### config.mk
export PLATFORM = sky130hd
export DESIGN_NAME = fifo_wr_arb
export DESIGN_NICKNAME = d
export VERILOG_FILES = /design/src/rtl/fifo_wr_arb_pkg.sv /design/src/rtl/fifo_wr_arb_rr_pick.sv /design/src/rtl/fifo_wr_arb.sv
export SDC_FILE = /design/constraint.sdc
export NUM_CORES = 1
export LEC_CHECK = 0
export ABC_AREA = 1
export BUFFER_PORTS_ARGS = -buffer_cell sky130_fd_sc_hd__buf_4
export CORE_MARGIN = 10
export CORE_UTILIZATION = 36
export CTS_CLUSTER_DIAMETER = 100
export DETAILED_ROUTE_END_ITERATION = 12
export PLACE_DENSITY_LB_ADDON = 0.12
export SYNTH_ARGS = -nofsm -noshare
export SYNTH_HDL_FRONTEND = slang
export SYNTH_SLANG_ARGS = --single-unit
### constraint.sdc
create_clock -name clk_w -period 3.5 [get_ports clk_w]
set_clock_uncertainty 0.2 [all_clocks]
set_input_delay 0.7 -clock clk_w [delete_from_list [all_inputs] [get_ports clk_w]]
set_output_delay 0.7 -clock clk_w [all_outputs]
set_load 0.01 [all_outputs]
### src/rtl/fifo_wr_arb_pkg.sv
// Shared helpers for the FIFO write-side arbiter.
package fifo_wr_arb_pkg;

   // Larger of two widths; sizes the length-versus-space comparison.
   function automatic int max_int(input int a, input int b);
      return (a > b) ? a : b;
   endfunction

endpackage

### src/rtl/fifo_wr_arb_rr_pick.sv
// Combinational round-robin picker: the first requester at or after rr, with wrap.
module fifo_rr_pick #(
   parameter int ID_BITS = 2
) (
   input  logic [(1<<ID_BITS)-1:0] req,
   input  logic [ID_BITS-1:0]      rr,
   output logic                    found,
   output logic [ID_BITS-1:0]      idx
);

   localparam int N_REQ = 1 << ID_BITS;

   logic [ID_BITS-1:0] probe;

   // Walk the requesters from rr upward; the ID_BITS-wide sum wraps naturally.
   always_comb begin
      // NOTE: every output gets a default first, so no path through the loop leaves one unassigned (no latch).
      found = 1'b0;
      idx   = '0;
      probe = '0;
      for (int k = 0; k < N_REQ; k++) begin
         probe = rr + ID_BITS'(k);
         if (!found && req[probe]) begin
            found = 1'b1;
            idx   = probe;
         end
      end
   end

endmodule

### src/rtl/fifo_wr_arb.sv
// Write-side arbiter: shares one FIFO write port among 2^ID_BITS requesters.
// A burst is granted only when the FIFO already has room for every word of it,
// so bursts are atomic and never stall on full.
module fifo_wr_arb
   import fifo_wr_arb_pkg::*;
#(
   parameter int ID_BITS   = 2,
   parameter int DATA_BITS = 32,
   parameter int ADDR_BITS = 8,
   parameter int LEN_BITS  = 4
) (
   input  logic                                clk_w,
   input  logic                                rst,
   input  logic [(1<<ID_BITS)-1:0]             req,
   input  logic [(1<<ID_BITS)*LEN_BITS-1:0]    req_len,
   input  logic [(1<<ID_BITS)-1:0]             req_valid,
   input  logic [(1<<ID_BITS)*DATA_BITS-1:0]   req_data,
   output logic [(1<<ID_BITS)-1:0]             gnt,
   output logic [(1<<ID_BITS)-1:0]             ack,
   output logic [(1<<ID_BITS)-1:0]             done,
   output logic                                busy,
   output logic [ID_BITS-1:0]                  cur_id,
   output logic                                fifo_en_w,
   output logic [DATA_BITS-1:0]                fifo_data_w,
   input  logic                                fifo_full_w,
   input  logic [ADDR_BITS-1:0]                fifo_space_count
);

   localparam int N_REQ    = 1 << ID_BITS;
   // Wide enough for req_len+1 without overflow and for the whole space count.
   localparam int CMP_BITS = max_int(LEN_BITS + 1, ADDR_BITS);

   localparam logic [0:0] ST_IDLE  = 1'b0;
   localparam logic [0:0] ST_BURST = 1'b1;

   logic [0:0]          state;
   logic [LEN_BITS-1:0] cnt;   // words still owed after the current one
   logic [ID_BITS-1:0]  rr;    // search start for the next grant

   logic                cand_found;
   logic [ID_BITS-1:0]  cand_id;
   logic [LEN_BITS-1:0] cand_len;
   logic                cand_fit;
   logic                wr;
   logic                last;

   fifo_rr_pick #(
      .ID_BITS (ID_BITS)
   ) u_pick (
      .req   (req),
      .rr    (rr),
      .found (cand_found),
      .idx   (cand_id)
   );

   assign cand_len = req_len[cand_id*LEN_BITS +: LEN_BITS];
   // Whole burst must fit now; space only grows from reads while we own the port.
   assign cand_fit = (CMP_BITS'(cand_len) + CMP_BITS'(1)) <= CMP_BITS'(fifo_space_count);

   assign busy        = |gnt;
   assign wr          = busy & req_valid[cur_id] & ~fifo_full_w & ~rst;
   assign last        = wr & (cnt == '0);
   assign fifo_en_w   = wr;
   assign ack         = wr ? gnt : '0;
   assign done        = last ? gnt : '0;
   assign fifo_data_w = busy ? req_data[cur_id*DATA_BITS +: DATA_BITS] : '0;

   // Burst FSM: grant the round-robin candidate only if it fits, then count its words out.
   always_ff @(posedge clk_w) begin
      // NOTE: all state here uses non-blocking assignments so every register sees pre-edge values.
      if (rst) begin
         state  <= ST_IDLE;
         gnt    <= '0;
         cnt    <= '0;
         rr     <= '0;
         cur_id <= '0;
      end else begin
         case (state)
            ST_IDLE: begin
               // No bypass: a candidate that does not fit blocks everyone behind it.
               if (cand_found && cand_fit) begin
                  state  <= ST_BURST;
                  cur_id <= cand_id;
                  cnt    <= cand_len;
                  gnt    <= N_REQ'(1) << cand_id;
               end
            end
            ST_BURST: begin
               if (wr) begin
                  if (cnt == '0) begin
                     state <= ST_IDLE;
                     gnt   <= '0;
                     rr    <= cur_id + 1'b1;
                  end else begin
                     cnt <= cnt - 1'b1;
                  end
               end
            end
            default: begin
               state <= ST_IDLE;
               gnt   <= '0;
            end
         endcase
      end
   end

endmodule

* After elaboration in Yosys (flattened, before gate mapping)
Index checks and enable logic that the tools add are counted.
Storage, ports and cells: output and inout bits 48, register bits 13, input port bits 163
Operators by class: shift-type cells 3, magnitude comparators 6, add/sub/neg operators 6, bitwise gates (word level) 7, reductions and logical operators 13, multiplexer cells 33, equality and inequality tests 4
Operator list (count):
- variable part select 128 x 8 -> 32 bit | 1
- two-way mux 32 bit | 1
- two-way mux 4 bit | 8
- case mux 4 bit (2 select lines) | 2
- variable part select 16 x 5 -> 4 bit | 1
- less-than comparator 2 x 3 -> 1 bit, second input constant | 5
- two-way mux 1 bit | 12
- binary-select mux 1 bit (select 2 bit) | 5
- AND reduction 3 bit | 3
- less-or-equal comparator 5 x 8 -> 1 bit | 1
- two-way mux 2 bit | 4
- adder 4 x 1 -> 5 bit, second input constant | 1
- adder 2 x 1 -> 2 bit, second input constant | 2
- adder 2 bit, second input constant | 2
- AND 1 bit | 4
- logical AND 1 bit | 4
- zero test 4 bit | 1
- inequality test 2 x 1 -> 1 bit, second input constant | 2
- inequality test 2 bit, second input constant | 2
- OR reduction 4 bit | 1
- << shifter 1 x 2 -> 4 bit, first input constant | 1
- subtractor 4 x 1 -> 4 bit, second input constant | 1
- zero test 1 bit | 3
- inverter 1 bit | 3
- 2 further kinds | 2

* Logic depth before layout (Yosys ltp)
Gate-level depths: netlist of the first run.
depth after elaboration 18, gate-level depth with buffers 28

* Cells and area by module
From an unflattened synthesis of the first run, not the netlist that was laid out.
Second synthesis, totals: cell total of the unflattened synthesis 486, area total of the unflattened synthesis 2482.4 um^2
By module, submodules not included:
- fifo_wr_arb | cells an instance 427, instances 1, area each 2163.3 um^2
- fifo_rr_pick | cells an instance 59, instances 1, area each 319.1 um^2

* Least setup slack after synthesis of the first run
Ideal clock, no wire load.
path kind input port to flip-flop, start in req[2], end reg cnt[0], arrival 3164 ps, data required time 3178 ps, setup time 122 ps, slack 14 ps, cell stages on the path 25, cells stage by stage inv_1 > nand2_1 > nand3_2 > nand2_2 > nor2_4 > nand3_4 > inv_2 > nor2_8 > nand2_1 > nand2_1 > nand2_1 > nand3_2 > ha_1 > xor2_1 > inv_1 > ha_1 > nand2_1 > nor2_1 > a211oi_1 > o21ai_0 > nand2_1 > nand3_2 > nand2_1 > o21a_1 > a21oi_2
Between the ends: longest elaborated chain between the ends 18, elaborated cells on any way between the ends 30
Ends and longest elaborated chain:
- start: declaration | line fifo_wr_arb.sv:14 | input logic [(1<<ID_BITS)-1:0] req,
- binary-select mux 1 bit (select 2 bit) | line fifo_wr_arb_rr_pick.sv:23 | if (!found && req[probe]) begin
- two-way mux 1 bit (not written as such) | line fifo_wr_arb_rr_pick.sv:23
- two-way mux 1 bit | line fifo_wr_arb_rr_pick.sv:23
- zero test 1 bit | line fifo_wr_arb_rr_pick.sv:23
- logical AND 1 bit | line fifo_wr_arb_rr_pick.sv:23
- two-way mux 1 bit | line fifo_wr_arb_rr_pick.sv:23
- zero test 1 bit | line fifo_wr_arb_rr_pick.sv:23
- logical AND 1 bit | line fifo_wr_arb_rr_pick.sv:23
- [... 2 more ...]
- logical AND 1 bit | line fifo_wr_arb_rr_pick.sv:23
- two-way mux 2 bit | line fifo_wr_arb_rr_pick.sv:23
- variable part select 16 x 5 -> 4 bit | line fifo_wr_arb.sv:56 | assign cand_len = req_len[cand_id*LEN_BITS +: LEN_BITS];
- adder 4 x 1 -> 5 bit | line fifo_wr_arb.sv:58 | assign cand_fit = (CMP_BITS'(cand_len) + CMP_BITS'(1)) <= CMP_BITS'(fifo_space_count);
- less-or-equal comparator 5 x 8 -> 1 bit | line fifo_wr_arb.sv:58
- logical AND 1 bit | line fifo_wr_arb.sv:81 | if (cand_found && cand_fit) begin
- inequality test 2 bit (no source line)
- AND reduction 3 bit (no source line)
- end signal: assignment | line fifo_wr_arb.sv:84 | cnt <= cand_len;
- end signal: assignment | line fifo_wr_arb.sv:95 | cnt <= cnt - 1'b1;
- end: declaration | line fifo_wr_arb.sv:37 | logic [LEN_BITS-1:0] cnt;
Several ways; a longest one is shown, not always the timed one. The select of a mux whose other input is x is not followed. A chain may end at the register's enable or synchronous reset.

* Worst setup path in the final report of the first run
start in req[1], end reg cur_id[0]
Between the ends: longest elaborated chain between the ends 17, elaborated cells on any way between the ends 27
Ends and longest elaborated chain:
- binary-select mux 1 bit (select 2 bit) | line fifo_wr_arb_rr_pick.sv:23
- two-way mux 1 bit (not written as such) | line fifo_wr_arb_rr_pick.sv:23
- two-way mux 1 bit | line fifo_wr_arb_rr_pick.sv:23
- zero test 1 bit | line fifo_wr_arb_rr_pick.sv:23
- logical AND 1 bit | line fifo_wr_arb_rr_pick.sv:23
- two-way mux 1 bit | line fifo_wr_arb_rr_pick.sv:23
- zero test 1 bit | line fifo_wr_arb_rr_pick.sv:23
- logical AND 1 bit | line fifo_wr_arb_rr_pick.sv:23
- two-way mux 1 bit | line fifo_wr_arb_rr_pick.sv:23
- zero test 1 bit | line fifo_wr_arb_rr_pick.sv:23
- logical AND 1 bit | line fifo_wr_arb_rr_pick.sv:23
- two-way mux 2 bit | line fifo_wr_arb_rr_pick.sv:23
- variable part select 16 x 5 -> 4 bit | line fifo_wr_arb.sv:56
- adder 4 x 1 -> 5 bit | line fifo_wr_arb.sv:58
- less-or-equal comparator 5 x 8 -> 1 bit | line fifo_wr_arb.sv:58
- logical AND 1 bit | line fifo_wr_arb.sv:81
- AND reduction 2 bit (no source line)
- end signal: assignment | line fifo_wr_arb.sv:83 | cur_id <= cand_id;
- end: declaration | line fifo_wr_arb.sv:22 | output logic [ID_BITS-1:0] cur_id,
Several ways; a longest one is shown, not always the timed one. The select of a mux whose other input is x is not followed.

==> results of run 1 <==
-- final cells by class --
type | count | area [sq um]
repair buffers | 249 | 1900
flip-flops and latches | 13 | 265
clock buffers | 4 | 45.0
fillers | 596 | 2010
well taps | 96 | 120
multi-input cells | 398 | 2240
repair inverters | 1 | 8.76
inverters | 45 | 199
-- worst max-delay path, cell delays in order --
cell      delay [ps]
buf_8            100
inv_4             60
nand2_4           60
nand3_4           90
nand2_4           70
nor2_4           170
nand3_4          150
nand3_4          160
nand2_2           70
nand2_2           70
nand2_2           70
nand2_2           90
inv_2             60
ha_4             160
xor2_1           140
inv_1             90
ha_4             290
nand2_4           50
nor3b_2          200
nor4_2            50
nand2_1          110
nand3_4          120
buf_6            160
inv_6             60
nor2_4            40
a211oi_2         190
-- placed cells by master, fill, tap and decap left out, types with 2 or more instances in the layout --
cell and count:
a211oi_2 2, a21oi_1 40, a21oi_2 5, buf_4 242
buf_6 6, clkbuf_8 3, dfxtp_1 11, ha_1 5
ha_4 2, inv_1 31, inv_2 4, inv_4 7
nand2_1 38, nand2_2 27, nand2_4 15, nand3_1 8
nand3_2 5, nand3_4 6, nand4_1 6, nor2_1 138
nor2_2 2, nor2_4 5, nor3_1 3, o21a_1 4
o21ai_0 70, o21ai_1 4, o21ai_2 2, xnor2_1 2
xor2_1 2
-- synthesized netlist by cell type, drive strengths merged --
master,instances,area share [%]
nand2,80,14
nor4,2,1.1
ha,7,3.5
nor3,3,0.60
and3,1,0.25
nor2,146,23
a21oi,45,9.1
o21a,4,1.2
clkbuf,21,3.1
o21ai,77,16
buf,6,1.1
xor2,2,0.70
clkinv,1,0.15
nand4,6,1.5
dfxtp,13,10
o22ai,1,0.25
nor3b,1,0.30
xnor2,2,0.70
nand3,19,6.0
a211oi,2,0.60
inv,44,6.7
-- stage by stage --
step / worst slack (ps) / total power [mW] / cells / hold WS [ps] / setup TNS [ps]
detailed placement: -528 / 1.01 / 788 / 274 / -4840
global route: -313 / 1.37 / 806 / 365 / -2690
floorplan: 13.8 / 0.626 / 483 / 259 / 0
CTS: -14.5 / 1.20 / 801 / 283 / -44.1
global placement: -278 / 0.995 / 788 / 269 / -2470
finish: -100 / 1.26 / 806 / 337 / -568
-- worst max path at each step --
stage / to / slack (ps) / depth (start not counted)
floorplan: cnt[0]$_SDFFE_PP0P_ / 10 / 25
finish: cur_id[0]$_SDFFE_PP0P_ / -100 / 26
global placement: cnt[0]$_SDFFE_PP0P_ / -280 / 26
CTS: cur_id[0]$_SDFFE_PP0P_ / -10 / 28
detailed placement: cnt[0]$_SDFFE_PP0P_ / -530 / 25
global route: cur_id[0]$_SDFFE_PP0P_ / -310 / 26
-- registers in the layout (all words and copies together) (netlist names) --
register / cells
cur_id: 2
gnt: 4
cnt: 4
rr: 2
state: 1
-- logic make-up after synthesis --
family,share of synthesized area (%)
AOI/OAI and AO/OA,26.7
xor gates and xnor gates,1.40
adders and majority gates,3.50
buffers and inverters,11.1
DFF,10.4
and+or+nand+nor,46.9
-- where the power goes --
part	internal [mW]	total, mW	switching (mW)	leakage (nW)
Sequential	0.164	0.194	0.0302	0.108
Clock	0.0804	0.133	0.0530	0.0228
Combinational	0.451	0.935	0.484	2.30
-- per-layer routing --
layer / track usage [%] / wire [um] / vias to the layer above
met5: 0 / 0 / -
li1: - / - / 2021
met3: 5.91 / 1210 / 20
met1: 23.7 / 4820 / 1785
met2: 41.2 / 7260 / 168
met4: 3.42 / 202 / 0
-- timing repair --
action                     4_1_cts  5_1_grt
pin swaps                       26       40
gates cloned                     1        0
setup endpoints to repair       11       11
buffers inserted                 8        5
gates resized for setup         52       50
==> impl_metrics.env, run 1 <==
export IMPL_numPortBuffers=210
export IMPL_period_needed_ps=3600
export IMPL_cts_buffers=3
export IMPL_coreArea_sq_um=6790
export IMPL_hpwl_mm=10.4
export IMPL_status="finished, violations left"
export IMPL_hold_path_class="register to register"
export IMPL_clk_pin_slew_ps=50
export IMPL_dr_pass1_iters=5
export IMPL_hold_violations=0
export IMPL_rr_startpoint="rr[0]$_SDFFE_PP0P_"
export IMPL_violations="setup timing"
export IMPL_row_count=30
export IMPL_wire_per_inst_um=16.7
export IMPL_fin_util_pct=70.4
export IMPL_syn_nets=653
export IMPL_synthCells=483
export IMPL_grt_pass1_vias=3826
export IMPL_ys_seq_elements=13
export IMPL_place_area_sq_um=4290
export IMPL_cts_max_level=1
export IMPL_hp_start="gnt[2]$_SDFFE_PP0P_"
export IMPL_route_detailed_drc=0
export IMPL_drt_iter0_markers=160
export IMPL_worst_slack_ps=-100
export IMPL_cap_violations=0
export IMPL_wl_mm=13.5
export IMPL_period_share_pct=103
export IMPL_cts_path_max_buffers=2
export IMPL_end_kind="register"
export IMPL_hold_path_end="gnt[2]$_SDFFE_PP0P_"
export IMPL_cp_max_fo=6
export IMPL_synth_distinct_cells=36
export IMPL_die_y_um=103
export IMPL_grt_usage_pct=21.7
export IMPL_die_w_um=103
export IMPL_syn_cell_area_sq_um=2500
export IMPL_grt_overflow=0
export IMPL_rrSetupSlack_ps=-60
export IMPL_min_delay_path_depth=2
export IMPL_clkSinkCount=13
export IMPL_leakage_nw=2.43
export IMPL_r2r_end="cur_id[0]$_SDFFE_PP0P_"
export IMPL_crit_type="primary input to register"
export IMPL_rr_worst_depth=25
export IMPL_yosysWarnings=0
export IMPL_dieArea_sq_um=10700
export IMPL_grt_pass1_wl_mm=18.7
export IMPL_synthToLayoutAreaGrowth_pct=91.0
export IMPL_yosysSeqAreaShare_pct=10.4
export IMPL_maxSlewHeadroom_pct=66.5
export IMPL_ctsHoldBuffers=0
export IMPL_drive_above_1_share_pct=48.5
export IMPL_drv_slew=0
export IMPL_critPathRequiredTime_ps=3460
export IMPL_clk_latency_ps=240
export IMPL_worst_pin_slew_ps=501
export IMPL_setup_viol=10
export IMPL_grt_antenna_before_repair=0
export IMPL_start_util_pct=36.9
export IMPL_grt_max_degree=41
export IMPL_max_freq_mhz=278
export IMPL_syn_avg_cell_area_sq_um=5.18
export IMPL_rsz0062_at_grt="yes"
export IMPL_drt_vias_per_instance=4.96
export IMPL_tritoncts="built"
export IMPL_fin_area_sq_um=4780
export IMPL_fin_nets=881
export IMPL_diodes=0
export IMPL_vdd_drop_max_v=0.000258
export IMPL_vias=3994
export IMPL_power_density_nw_per_um2=264
export IMPL_gp_congestion=0.902
export IMPL_startpoint_type="primary input"
export IMPL_worstPathArrival_ps=3560
export IMPL_ios=211
export IMPL_drtAntennaViolNets=0
export IMPL_critPathLaunch="req[1]"
export IMPL_cts_root_buffer="clkbuf_8"
Note: power is estimated with default switching activity, not from simulation.
==> inputs of run 2 (changes only) <==
- CTS_CLUSTER_DIAMETER: 100 -> not set
- GPL_TIMING_DRIVEN: not set -> 0
==> run 2 against run 1 <==
Clock-buffer cell count unchanged. Critical endpoint is now cnt[3]$_SDFFE_PP0P_. Critical path depth increased by 2. Cell area grew 1.7%. Maximum frequency down 3.2%. Register-to-register slack got worse by 110 ps. Largest power group unchanged. Via count up 8.9%. The run still ends with setup timing left. Die area stayed put. Power grew 3.0%. First-iteration DRC count increased by 39%.
==> impl_metrics.env, run 2 (same netlist as run 1, synthesis figures left out) <==
export IMPL_critPathBufInv=16
export IMPL_dieArea_sq_um=10700
export IMPL_worst_slack_ps=-218
export IMPL_drive_above_1_share_pct=46.1
export IMPL_place_area_sq_um=4190
export IMPL_hold_path_class="register to register"
export IMPL_cp_max_fo=5
export IMPL_row_count=30
export IMPL_grt_overflow=0
export IMPL_numPlacedInstances=788
export IMPL_start_util_pct=36.9
export IMPL_tritoncts="built"
export IMPL_status="finished, violations left"
export IMPL_crit_type="primary input to register"
export IMPL_gp_congestion=0.868
export IMPL_max_stage_delay_ps=150
export IMPL_maxSlewHeadroom_pct=64.0
export IMPL_coreArea_sq_um=6790
export IMPL_crit_cells=28
export IMPL_drt_vias_per_instance=5.23
export IMPL_clk_pin_slew_ps=60
export IMPL_numPortBuffers=209
export IMPL_cap_violations=0
export IMPL_wl_mm=14.6
export IMPL_grt_pass1_wl_mm=19.7
export IMPL_period_needed_ps=3720
export IMPL_dr_pass1_iters=6
export IMPL_max_freq_mhz=269
export IMPL_grt_usage_pct=22.8
export IMPL_rsz0062_at_grt="yes"
export IMPL_grt_pass1_vias=4028
export IMPL_hpwl_mm=10.7
export IMPL_cts_root_buffer="clkbuf_8"
export IMPL_worstPathArrival_ps=3650
export IMPL_clkSinkCount=13
export IMPL_finalPower_mw=1.30
export IMPL_final_cell_mix="buf_4 (240), nor2_1 (139), o21ai_0 (70)"
export IMPL_cts_path_max_buffers=2
export IMPL_vdd_drop_max_v=0.000347
export IMPL_final_common_cell="buf_4"
export IMPL_instances_no_fill=832
export IMPL_setup_viol=10
export IMPL_worst_pin_slew_ps=540
export IMPL_rr_worst_depth=28
export IMPL_cts_max_level=1
export IMPL_largest_registers="cnt: 4 flops, gnt: 4 flops"
export IMPL_pre_cts_slack_ps=-525
export IMPL_die_w_um=103
export IMPL_end_kind="register"
export IMPL_clk_latency_ps=250
export IMPL_tns_ps=-896
export IMPL_ios=211
export IMPL_cp_top_family="buffers and inverters"
export IMPL_hold_violations=0
export IMPL_die_y_um=103
export IMPL_crit_top_cell="buf_4"
export IMPL_drv_slew=0
export IMPL_min_delay_path_depth=2
export IMPL_grt_antenna_before_repair=0
export IMPL_fin_area_sq_um=4860
export IMPL_startpoint_type="primary input"
export IMPL_fin_nets=907
export IMPL_wire_per_inst_um=17.5
export IMPL_critPathRequiredTime_ps=3440
export IMPL_route_detailed_drc=0
export IMPL_vias=4351
export IMPL_drtAntennaViolNets=0
export IMPL_period_share_pct=106
export IMPL_synthToLayoutAreaGrowth_pct=94.2
export IMPL_leakage_nw=2.44
export IMPL_drt_iter0_markers=222
export IMPL_violations="setup timing"
export IMPL_power_density_nw_per_um2=268
export IMPL_cts_buffers=3
export IMPL_diodes=0
export IMPL_grt_max_degree=11
export IMPL_crit_slowest_cell="buf_4"
[run 2: stage by stage]
| stage | hold slack, ps | util (%) |
|---|---|---|
| detailed placement | 293 | 61.7 |
| finish | 310 | 71.6 |
| global placement | 269 | 61.7 |
| CTS | 300 | 67.8 |
| global route | 336 | 71.6 |
| floorplan | 259 | - |
[run 2: worst register-to-register path, delay by kind of cell, from the launching register on]
family / cells / cell delay [ps]
buffers and inverters: 14 / 1830
AO/OA/AOI/OAI: 2 / 160
flip-flops: 1 / 360
AND/OR/NAND/NOR: 12 / 1010
[run 2: timing repair]
action	4_1_cts	5_1_grt
setup buffers	27	12
setup endpoints to repair	10	11
pin swaps	26	44
resized for setup	47	45
cloned	1	1
hold buffers	0	0
[run 2: final timing paths]
check,from,slack (ps),to
setup reg to reg,rr[0]$_SDFFE_PP0P_,-170,cnt[3]$_SDFFE_PP0P_
hold / removal,state$_SDFF_PP0_,310,state$_SDFF_PP0_
setup / recovery,req[3],-220,cnt[3]$_SDFFE_PP0P_
hold reg to reg,state$_SDFF_PP0_,310,state$_SDFF_PP0_
[run 2: area by class of cell]
class	count	area [sq um]
timing repair buffer	248	1890
timing repair inverter	1	7.51
sequential	13	268
multi-input combinational	398	2230
inverter	45	189
clock buffer	4	45.0
buffer	27	110
tap	96	120
fill	570	1930
[run 2: report_power, final]
part           leakage [nW]  internal [mW]  total [mW]  switching, mW
logic                  2.31          0.455       0.979          0.523
registers             0.109          0.163       0.180         0.0172
clock network        0.0228         0.0808       0.142         0.0616
[run 2: per-layer routing]
metal	track usage [%]	share of wire, %	up-vias
met1	25.1	35	1953
li1	-	-	2075
met3	6.18	10	62
met5	0	0	-
met2	42.2	51	261
met4	5.78	3.9	0
